## config.mk

```make
export PLATFORM = sky130hd
export DESIGN_NAME = led_blink_scheduler
export DESIGN_NICKNAME = d
export VERILOG_FILES = /design/src/rtl/led_blink_scheduler.sv
export SDC_FILE = /design/constraint.sdc
export NUM_CORES = 1
export LEC_CHECK = 0
export CELL_PAD_IN_SITES_DETAIL_PLACEMENT = 1
export CELL_PAD_IN_SITES_GLOBAL_PLACEMENT = 1
export CORE_AREA = 10 10 114 126
export CTS_CLUSTER_SIZE = 16
export DETAILED_ROUTE_END_ITERATION = 8
export DIE_AREA = 0 0 124 136
export GPL_TIMING_DRIVEN = 0
export PLACE_DENSITY = 0.68
export SLEW_MARGIN = 20
export SYNTH_ARGS = -nofsm -noshare
export SYNTH_HDL_FRONTEND = slang
export SYNTH_SLANG_ARGS = --single-unit
```

## constraint.sdc

```tcl
create_clock -name clk -period 7 [get_ports clk]
set_clock_uncertainty 0.05 [all_clocks]
set_input_delay 1.4 -clock clk [delete_from_list [all_inputs] [get_ports clk]]
set_output_delay 1.4 -clock clk [all_outputs]
set_load 0.02 [all_outputs]
```

## src/rtl/led_blink_scheduler.sv

```systemverilog
// ============================================================================
// led_blink_scheduler
// ----------------------------------------------------------------------------
// Purpose:
//    Command-driven LED blink sequencer. A command (on ticks, off ticks,
//    repeat count) is taken over a valid/ready handshake. The block then
//    plays the ON/OFF pattern on the LED and pulses done when the last
//    repetition ends. A repeat count of 0 loops until abort.
//
// Parameters:
//    CLK_HZ    input clock frequency
//    TICK_HZ   phase time base; TICK_DIV = CLK_HZ/TICK_HZ must be >= 2
//    TW        width of the on/off tick fields
//    CW        width of the repeat count
//
// Ports:
//    clk        in   system clock, rising edge
//    rst_n      in   asynchronous active-low reset
//    cmd_valid  in   command offered
//    cmd_ready  out  command can be accepted (from state/slot and abort only)
//    cmd_on     in   ON phase length in ticks
//    cmd_off    in   OFF phase length in ticks
//    cmd_count  in   repetitions, 0 = repeat until abort
//    abort      in   stop the current pattern (ignored when idle)
//    led        out  LED drive, 1 = ON
//    busy       out  pattern in progress
//    done       out  one-cycle pulse on natural completion
//
// Build option:
//    LED_BLINK_SCHED_QUEUE_EN  adds a one-entry pending command slot, so a
//                              command can be accepted while busy and is
//                              launched on the completion edge.
// ============================================================================
module led_blink_scheduler #(
   parameter int CLK_HZ  = 12_000_000,
   parameter int TICK_HZ = 1000,
   parameter int TW      = 16,
   parameter int CW      = 8
) (
   input  logic          clk,
   input  logic          rst_n,
   input  logic          cmd_valid,
   output logic          cmd_ready,
   input  logic [TW-1:0] cmd_on,
   input  logic [TW-1:0] cmd_off,
   input  logic [CW-1:0] cmd_count,
   input  logic          abort,
   output logic          led,
   output logic          busy,
   output logic          done
);

   localparam int            TICK_DIV   = CLK_HZ / TICK_HZ;
   localparam int            PW         = $clog2(TICK_DIV);
   localparam logic [PW-1:0] PRESC_LAST = PW'(TICK_DIV - 1);

   localparam logic [1:0] S_IDLE = 2'd0;
   localparam logic [1:0] S_ON   = 2'd1;
   localparam logic [1:0] S_OFF  = 2'd2;

   logic [1:0]    r_state;
   logic [PW-1:0] r_presc;
   logic [TW-1:0] r_ticks;
   logic [TW-1:0] r_on;
   logic [TW-1:0] r_off;
   logic [CW-1:0] r_count;
   logic          r_done;

   logic          w_accept;
   logic          w_wrap;
   logic          w_phaseEnd;
   logic          w_complete;
   logic          w_start;
   logic [TW-1:0] w_sOn;
   logic [TW-1:0] w_sOff;
   logic [CW-1:0] w_sCount;

   assign busy = (r_state != S_IDLE);
   assign led  = (r_state == S_ON);
   assign done = r_done;

   assign w_accept   = cmd_valid && cmd_ready;
   assign w_wrap     = (r_presc == PRESC_LAST);
   // The tick counter holds the ticks still to run including the current
   // one, so the phase ends on the wrap that would take it from 1 to 0.
   assign w_phaseEnd = busy && w_wrap && (r_ticks == TW'(1));
   // Natural completion: the last phase of the last repetition ends.
   assign w_complete = w_phaseEnd && ((r_state == S_OFF) || (r_off == '0))
                       && (r_count == CW'(1));

`ifdef LED_BLINK_SCHED_QUEUE_EN
   logic          r_pendFull;
   logic [TW-1:0] r_pendOn;
   logic [TW-1:0] r_pendOff;
   logic [CW-1:0] r_pendCount;
   logic          w_store;

   assign cmd_ready = !r_pendFull && !abort;

   // Pick what starts on this edge: a fresh command when idle, or on the
   // completion edge the pending command (or a command offered right then
   // with an empty slot). Anything accepted mid-pattern goes to the slot.
   always_comb begin
      w_start  = 1'b0;
      w_store  = 1'b0;
      w_sOn    = cmd_on;
      w_sOff   = cmd_off;
      w_sCount = cmd_count;
      if (!busy) begin
         w_start = w_accept;
      end else if (w_complete && !abort) begin
         if (r_pendFull) begin
            w_start  = 1'b1;
            w_sOn    = r_pendOn;
            w_sOff   = r_pendOff;
            w_sCount = r_pendCount;
         end else begin
            w_start = w_accept;
         end
      end else begin
         w_store = w_accept;
      end
   end

   // Pending slot: filled by a mid-pattern accept, emptied when its command
   // launches or when an abort kills the running pattern.
   always_ff @(posedge clk or negedge rst_n) begin
      if (!rst_n) begin
         r_pendFull  <= 1'b0;
         r_pendOn    <= '0;
         r_pendOff   <= '0;
         r_pendCount <= '0;
      end else if (busy && abort) begin
         r_pendFull <= 1'b0;
      end else if (w_store) begin
         r_pendFull  <= 1'b1;
         r_pendOn    <= cmd_on;
         r_pendOff   <= cmd_off;
         r_pendCount <= cmd_count;
      end else if (w_complete && r_pendFull) begin
         r_pendFull <= 1'b0;
      end
   end
`else
   // Without a slot, commands are only taken while idle.
   assign cmd_ready = (r_state == S_IDLE) && !abort;
   assign w_start   = w_accept;
   assign w_sOn     = cmd_on;
   assign w_sOff    = cmd_off;
   assign w_sCount  = cmd_count;
`endif

   // Main sequencer. The prescaler restarts at every launch and phase entry
   // so each phase lasts exactly ticks*TICK_DIV cycles, and it stays at 0
   // while idle. Abort wins over everything, including a completion edge.
   always_ff @(posedge clk or negedge rst_n) begin
      if (!rst_n) begin
         r_state <= S_IDLE;
         r_presc <= '0;
         r_ticks <= '0;
         r_on    <= '0;
         r_off   <= '0;
         r_count <= '0;
         r_done  <= 1'b0;
      end else begin
         r_done <= 1'b0;
         if (busy && abort) begin
            r_state <= S_IDLE;
            r_presc <= '0;
         end else if (w_start) begin
            r_on    <= w_sOn;
            r_off   <= w_sOff;
            r_count <= w_sCount;
            r_presc <= '0;
            // An empty pattern finishes at once; a launch on the completion
            // edge also carries the finishing command's done pulse.
            r_done  <= w_complete || ((w_sOn == '0) && (w_sOff == '0));
            if (w_sOn != '0) begin
               r_state <= S_ON;
               r_ticks <= w_sOn;
            end else if (w_sOff != '0) begin
               r_state <= S_OFF;
               r_ticks <= w_sOff;
            end else begin
               r_state <= S_IDLE;
            end
         end else if (busy) begin
            r_presc <= w_wrap ? '0 : r_presc + 1'b1;
            if (w_phaseEnd) begin
               if ((r_state == S_ON) && (r_off != '0)) begin
                  r_state <= S_OFF;
                  r_ticks <= r_off;
               end else if (r_count == CW'(1)) begin
                  r_state <= S_IDLE;
                  r_done  <= 1'b1;
               end else begin
                  // A count of 0 means endless, so it is never decremented.
                  if (r_count != '0) begin
                     r_count <= r_count - 1'b1;
                  end
                  if (r_on != '0) begin
                     r_state <= S_ON;
                     r_ticks <= r_on;
                  end else begin
                     r_state <= S_OFF;
                     r_ticks <= r_off;
                  end
               end
            end else if (w_wrap) begin
               r_ticks <= r_ticks - 1'b1;
            end
         end
      end
   end

endmodule

```

After elaboration in Yosys (flattened, before gate mapping)
Index checks and enable logic that the tools add are counted.
Widths: inputs -> output; s select.
{"block": "totals", "output_inout_bits": 4, "register_bits": 73, "word_cells": 86}
{"block": "classes", "bitwise_logic": 1, "addsub": 3, "n_reduce_logical": 32, "eq_ne": 9, "n_mux": 34}
{"operator": "$mux 16", "count": 9}
{"operator": "$reduce_bool 16->1", "count": 4}
{"operator": "$mux 14", "count": 4}
{"operator": "$logic_not 16->1", "count": 3}
{"operator": "$mux 8", "count": 6}
{"operator": "$mux 2", "count": 9}
{"operator": "$eq 16x1->1 const B", "count": 1}
{"operator": "$sub 16x1->16 const B", "count": 1}
{"operator": "$add 14x1->14 const B", "count": 1}
{"operator": "$eq 14x14->1 const B", "count": 1}
{"operator": "$logic_and 1x1->1", "count": 9}
{"operator": "$reduce_bool 3->1", "count": 3}
{"operator": "$eq 8x1->1 const B", "count": 1}
{"operator": "$reduce_bool 2->1", "count": 4}
{"operator": "$reduce_bool 8->1", "count": 1}
{"operator": "$sub 8x1->8 const B", "count": 1}
{"operator": "$mux 1", "count": 6}
{"operator": "$reduce_and 6->1", "count": 1}
{"operator": "$reduce_and 5->1", "count": 1}
{"operator": "$ne 2x2->1 const B", "count": 2}
{"operator": "$ne 4x3->1 const B", "count": 1}
{"operator": "$reduce_and 2->1", "count": 2}
{"operator": "$ne 3x1->1 const B", "count": 1}
{"operator": "$eq 2x1->1 const B", "count": 1}
{"operator": "other kinds (5)", "count": 6}

Logic depth before layout (Yosys ltp)
Gate-level depths: netlist of the first run.
{"block": "logic_depth", "ltp_word": 8, "depth_mapped": 11, "depth_no_buf": 8}

Worst setup path before layout of the first run
No wires, ideal clock.
{"block": "synth_timing", "path_type": "input -> output", "from": "input port abort", "to": "output port cmd_ready", "arrival_ns": 2.067, "required_time_ns": 5.550, "stages": 3, "slack_ns": 3.483, "cell_sequence": "clkbuf_1 -> clkbuf_1 -> nor2_1"}
{"block": "synth_between", "elab_chain_len": 2}
{"item": "from (decl)", "line_no": "47", "text": "input logic abort,"}
{"item": "$logic_not 1->1", "line_no": "146", "text": "assign cmd_ready = (r_state == S_IDLE) && !abort;"}
{"item": "$logic_and 1x1->1", "line_no": "146"}
{"item": "to (decl)", "line_no": "43", "text": "output logic cmd_ready,"}
Every way passes these cells.

Final worst setup path of the first run
Same ends and word-level chain as after synthesis.

==> results.py, run 1 <==
metrics = {
    "outcome": {
        "status": "completed",
    },
    "die": {
        "start_util_pct": 37.0,
        "num_rows": 42,
        "die_area_um2": 16900,
        "die_h_um": 136,
        "core_um2": 11800,
        "die_w_um": 124,
        "top_level_ports": 48,
    },
    "critical_path": {
        "startpoint_type": "input pin",
        "path_class": "in -> out",
        "cp_max_fo": 10,
        "worstPathRequired_ps": 5550,
        "cp_data_arrival_time_ps": 2800,
        "reg2regPathDepth": 10,
        "cp-end-kind": "primary output",
    },
    "place": {
        "post-dp-hpwl_um": 12400,
        "portBuffers": 46,
        "gp_congestion": 0.869,
    },
    "power_and_ir_drop": {
        "ir_drop_uv": 161,
        "leakage_nw": 2.24,
        "power_density_nw_per_um2": 264,
        "design_power_total_mw": 1.42,
    },
    "clock_tree": {
        "postCtsSetupBuffers": 0,
        "clkLatencyLatePin_ps": 350,
        "path_clk_slew_ps": 60,
        "htree_levels": 3,
        "cts_resized": 0,
        "cts_root_buffer": "clkbuf_16",
        "cts_made_buffers": 9,
        "clockBufferDepth": 2,
        "ctsHoldBuffers": 0,
        "clock_sinks": 73,
        "cts_tree": "built",
    },
    "sta": {
        "slew_viol_final": 0,
        "rsz0062_at_grt": "no",
        "finalSetupTns_ps": 0,
        "min_period_ps": 4250,
        "maxSlewHeadroom_pct": 40.8,
        "setup_viol": 0,
        "worst_slew_pin_slew_ps": 879,
        "max_freq_mhz": 235,
        "finalCritPeriodShare_pct": 60.8,
        "hold_viol_final": 0,
    },
    "drt": {
        "drc": 0,
        "drt-pass1-iter-count": 5,
        "wl_per_cell_um": 22.2,
        "ant_nets": 0,
        "vias_per_cell": 6.06,
        "vias": 4499,
        "drt_iter0_drc": 388,
        "wl_um": 16500,
    },
    "grt": {
        "grt_util_all_layers_pct": 20.2,
        "use_met3_pct": 3.86,
        "overflow": 0,
        "grt_pass1_wl_um": 26300,
        "top_usage_layer": "met2",
        "grt_use_met2_pct": 32.5,
        "met1_usage_pct": 25.8,
        "grt_pass1_vias": 4704,
        "grt_max_degree": 50,
        "antenna_found_initial": 0,
    },
    "job": {
        "maxCapViolations": 0,
    },
    "yosys": {
        "synth-seq-cells": 73,
        "synth.area.top_cells": "dfrtp_1 (42%), nand2_1 (11%), a21oi_1 (3.5%)",
        "synth_cell_types": 61,
        "synth_top_area_share_pct": 41.8,
        "ys_warn_count": 0,
        "ys.flop_type": "dfrtp_1",
        "syn_inst": 526,
        "yosys.area.top_type": "dfrtp_1",
        "syn_area_per_cell_um2": 8.31,
        "synth-edff-count": 0,
        "ys_seq_area_share_pct": 41.8,
        "postSynthNetCount": 576,
        "synth.cell_area_um2": 4370,
        "synthArstFlopShare_pct": 100,
    },
    "final_layout": {
        "layout-drive-gt1-share_pct": 6.96,
        "diodes": 0,
        "final_nets": 634,
        "syn_to_final_growth_pct": 23.1,
    },
    "min_path": {
        "holdPathStages": 1,
        "hold_path_class": "reg -> reg",
    },
}
## power by group
part / internal (mW) / leakage (nW) / total, mW / switching (mW)
Clock: 0.305 / 0.153 / 0.491 / 0.186
Sequential: 0.503 / 0.916 / 0.612 / 0.109
Combinational: 0.135 / 1.17 / 0.318 / 0.182
Total: 0.944 / 2.24 / 1.42 / 0.477
## kinds of logic (layout without fill, tap and decap cells)
group | Yosys count | count (layout) | synth area share [%]
compound gates | 131 | 131 | 19.8
xor+xnor | 2 | 2 | 0.401
fa+ha+maj | 6 | 6 | 1.72
buf+inv | 41 | 104 | 3.92
flops | 73 | 73 | 41.8
mux | 13 | 13 | 3.26
simple gates | 260 | 260 | 29.1
## per-stage QoR
step	std cells	instance area [um^2]	setup WS [ps]	hold slack, ps	utilization, %
finish	743	5380	2750	458	45.5
global route	743	5380	2600	478	45.5
CTS	743	5370	2740	455	45.4
detailed placement	727	5060	2510	436	42.8
global placement	726	5030	1610	433	42.5
floorplan	526	4370	3480	391	-
## worst paths after layout
check / start / slack [ps] / end
min reg2reg: r_ticks[12] / 460 / r_ticks[12]
max reg2reg: r_presc[0] / 3840 / r_ticks[15]
max in group asynchronous: rst_n / 5370 / r_presc[11]
min: r_ticks[12] / 460 / r_ticks[12]
min in group asynchronous: rst_n / 910 / r_count[0]
max: abort / 2750 / cmd_ready
## cell usage after synthesis (9+ instances only)
library cell	count
nand2_1	123
dfrtp_1	73
a21oi_1	31
nor2_1	29
o21ai_0	25
nor4_1	23
clkbuf_1	22
nand3_1	17
a31oi_1	16
inv_1	13
nor3_1	13
mux2_2	10
nand4_1	10
or3_1	9
## state kept, by name (all words and copies together) (netlist names)
name     flops
r_on        16
r_presc     14
done         1
r_off       16
r_count      8
r_ticks     16
r_state      2
## worst max-delay path: stages
cell,delay [ps]
clkbuf_1,310
clkbuf_1,440
nor2_1,100
clkdlybuf4s50_1,550
## layer usage
metal / routed length [um] / up-vias
met2: 8160 / 113
met4: 456 / 0
met3: 725 / 30
li1: - / 2059
met5: 0 / -
met1: 7180 / 2297
## placed cells by master, fill, tap and decap left out, types with 8 or more instances in the layout
master	n
nand4_1	10
clkbuf_16	9
nor2_1	29
a211oi_1	8
nand3_1	17
nor4_1	23
or3_1	9
inv_1	13
clkdlybuf4s50_1	45
a31oi_1	16
nor3_1	12
mux2_2	10
a21oi_1	31
nand2_1	123
dfrtp_1	73
clkbuf_1	24
o21ai_0	25
## area by class of cell
type                            count  area, um^2
Timing Repair Buffer               47         485
Sequential cell                    73        1830
Tap cell                          154         193
Inverter                           13        48.8
Clock inverter                      2        35.0
Fill cell                        1452        6440
Buffer                             28         123
Multi-Input combinational cell    412        2400
Clock buffer                       14         274
(Power assumes the default switching activity.)
==> run 2, diff against run 1 <==
- PLACE_DENSITY: 0.68 -> 0.71
- clock period: 7 -> 3.7 ns (I/O delays scaled with it)
==> run 2 against run 1 <==
Against the previous run: critical path depth is 5 higher; flip-flop and latch count stayed put; sequential share of layout area increased by 0.071 points; final cell count did not move; cell area fell by 0.21%; non-clock buffer count stayed put; via count decreased by 0.67%; total power up 86%; hold slack got worse by 170 ps; sequential power grew 88%; combinational power up 89%; first-iteration DRC count decreased by 7.5%; largest cell class unchanged; largest power group unchanged.
==> results.py, run 2 (synthesis gave the netlist of run 1 again) <==
metrics = {
    "grt": {
        "grt_pass1_vias": 4682,
        "grt_max_degree": 45,
        "antenna_found_initial": 0,
        "grt_pass1_wl_um": 26100,
        "overflow": 0,
        "grt_util_all_layers_pct": 19.7,
    },
    "sta": {
        "maxSlewHeadroom_pct": 43.7,
        "setup_viol": 0,
        "whs_ps": 287,
        "finalCritPeriodShare_pct": 94.1,
        "hold_viol_final": 0,
        "max_freq_mhz": 287,
        "slew_viol_final": 0,
        "worst_slew_pin_slew_ps": 836,
        "min_period_ps": 3480,
        "finalSetupTns_ps": 0,
        "rsz0062_at_grt": "no",
    },
    "clock_tree": {
        "clkLatencyLatePin_ps": 340,
        "cts_resized": 0,
        "postCtsSetupBuffers": 0,
        "htree_levels": 3,
        "clockBufferDepth": 2,
        "cts_tree": "built",
        "cts_root_buffer": "clkbuf_16",
        "path_clk_slew_ps": 60,
        "clock_sinks": 73,
        "ctsHoldBuffers": 0,
        "cts_made_buffers": 9,
    },
    "final_layout": {
        "fin_util_pct": 45.4,
        "final_cell_mix": "nand2_1 (123), dfrtp_1 (73), clkdlybuf4s50_1 (45)",
        "nFillCells": 1427,
        "layout_commonest_cell": "nand2_1",
        "reg_top3": "r_off x16, r_on x16, r_ticks x16",
        "diodes": 0,
        "syn_to_final_growth_pct": 22.8,
        "final_nets": 634,
        "layout-drive-gt1-share_pct": 7.47,
    },
    "die": {
        "num_rows": 42,
        "start_util_pct": 37.0,
        "top_level_ports": 48,
        "die_area_um2": 16900,
        "core_um2": 11800,
        "die_h_um": 136,
        "die_w_um": 124,
    },
    "power_and_ir_drop": {
        "ir_drop_uv": 251,
        "leakage_nw": 2.23,
        "power_density_nw_per_um2": 492,
        "design_power_total_mw": 2.64,
    },
    "drt": {
        "wl_um": 16300,
        "wl_per_cell_um": 21.9,
        "vias_per_cell": 6.01,
        "drt-pass1-iter-count": 4,
        "ant_nets": 0,
        "drc": 0,
        "drt_iter0_drc": 359,
        "vias": 4469,
    },
    "critical_path": {
        "path_class": "in -> reg",
        "cp-end-kind": "register",
        "cp_max_fo": 10,
        "worstPathRequired_ps": 3850,
        "cp_data_arrival_time_ps": 3630,
        "startpoint_type": "input pin",
    },
    "job": {
        "maxCapViolations": 0,
    },
    "place": {
        "portBuffers": 46,
        "gp_congestion": 0.895,
        "post-dp-hpwl_um": 12300,
    },
    "outcome": {
        "status": "completed",
    },
    "min_path": {
        "hold_path_class": "in -> async",
    },
}
## run 2: where the power goes
group	internal (mW)	total, mW	switching, mW	leakage [nW]
clock	0.521	0.888	0.368	0.137
combinational	0.257	0.601	0.344	1.17
sequential	0.951	1.15	0.203	0.916
total	1.73	2.64	0.915	2.23
## run 2: worst paths after layout
path | cells past startpoint | slack [ps] | start | endpoint
setup / recovery | 9 | 220 | cmd_on[11] | r_ticks[15]
hold / removal | 1 | 290 | rst_n | r_count[3]
setup reg to reg | 10 | 560 | r_presc[0] | r_ticks[15]
hold reg to reg | 1 | 450 | r_presc[13] | r_presc[13]
max in group asynchronous | 2 | 2740 | rst_n | r_ticks[1]
min in group clk | 1 | 450 | r_presc[13] | r_presc[13]
## run 2: layout make-up
cell class	count	area, um^2	share of cell area (%)
buffer	28	124	2.31
clock buffer	9	225	4.19
clock inverter	7	71.3	1.33
inverter	13	48.8	0.909
multi-input combinational	412	2400	44.6
sequential	73	1830	34.0
tap	154	193	3.59
timing repair buffer	47	485	9.04
## run 2: worst max-delay path, cell delays in order
cell	delay, ps
clkdlybuf4s50_1	460
nor4_1	520
and4_1	270
clkbuf_1	430
nor2b_1	300
o32ai_2	240
clkbuf_1	340
a31oi_1	250
a21oi_1	70
## run 2: per-stage QoR
step / cell area (um^2) / setup WS, ps / cells
final: 5370 / 219 / 743
after global routing: 5370 / 9.34 / 743
after CTS: 5370 / 194 / 743
after detailed placement: 5070 / -140 / 727
after global placement: 5030 / -949 / 726
after floorplan: 4370 / 1080 / 526
## run 2: layer usage
layer | vias to the layer above | GRT usage [%] | routed length, um
li1 | 2065 | - | -
met1 | 2258 | 24.7 | 6960
met2 | 125 | 33.3 | 8100
met3 | 21 | 4.07 | 887
met4 | 0 | 5.70 | 301
met5 | - | 0 | 0
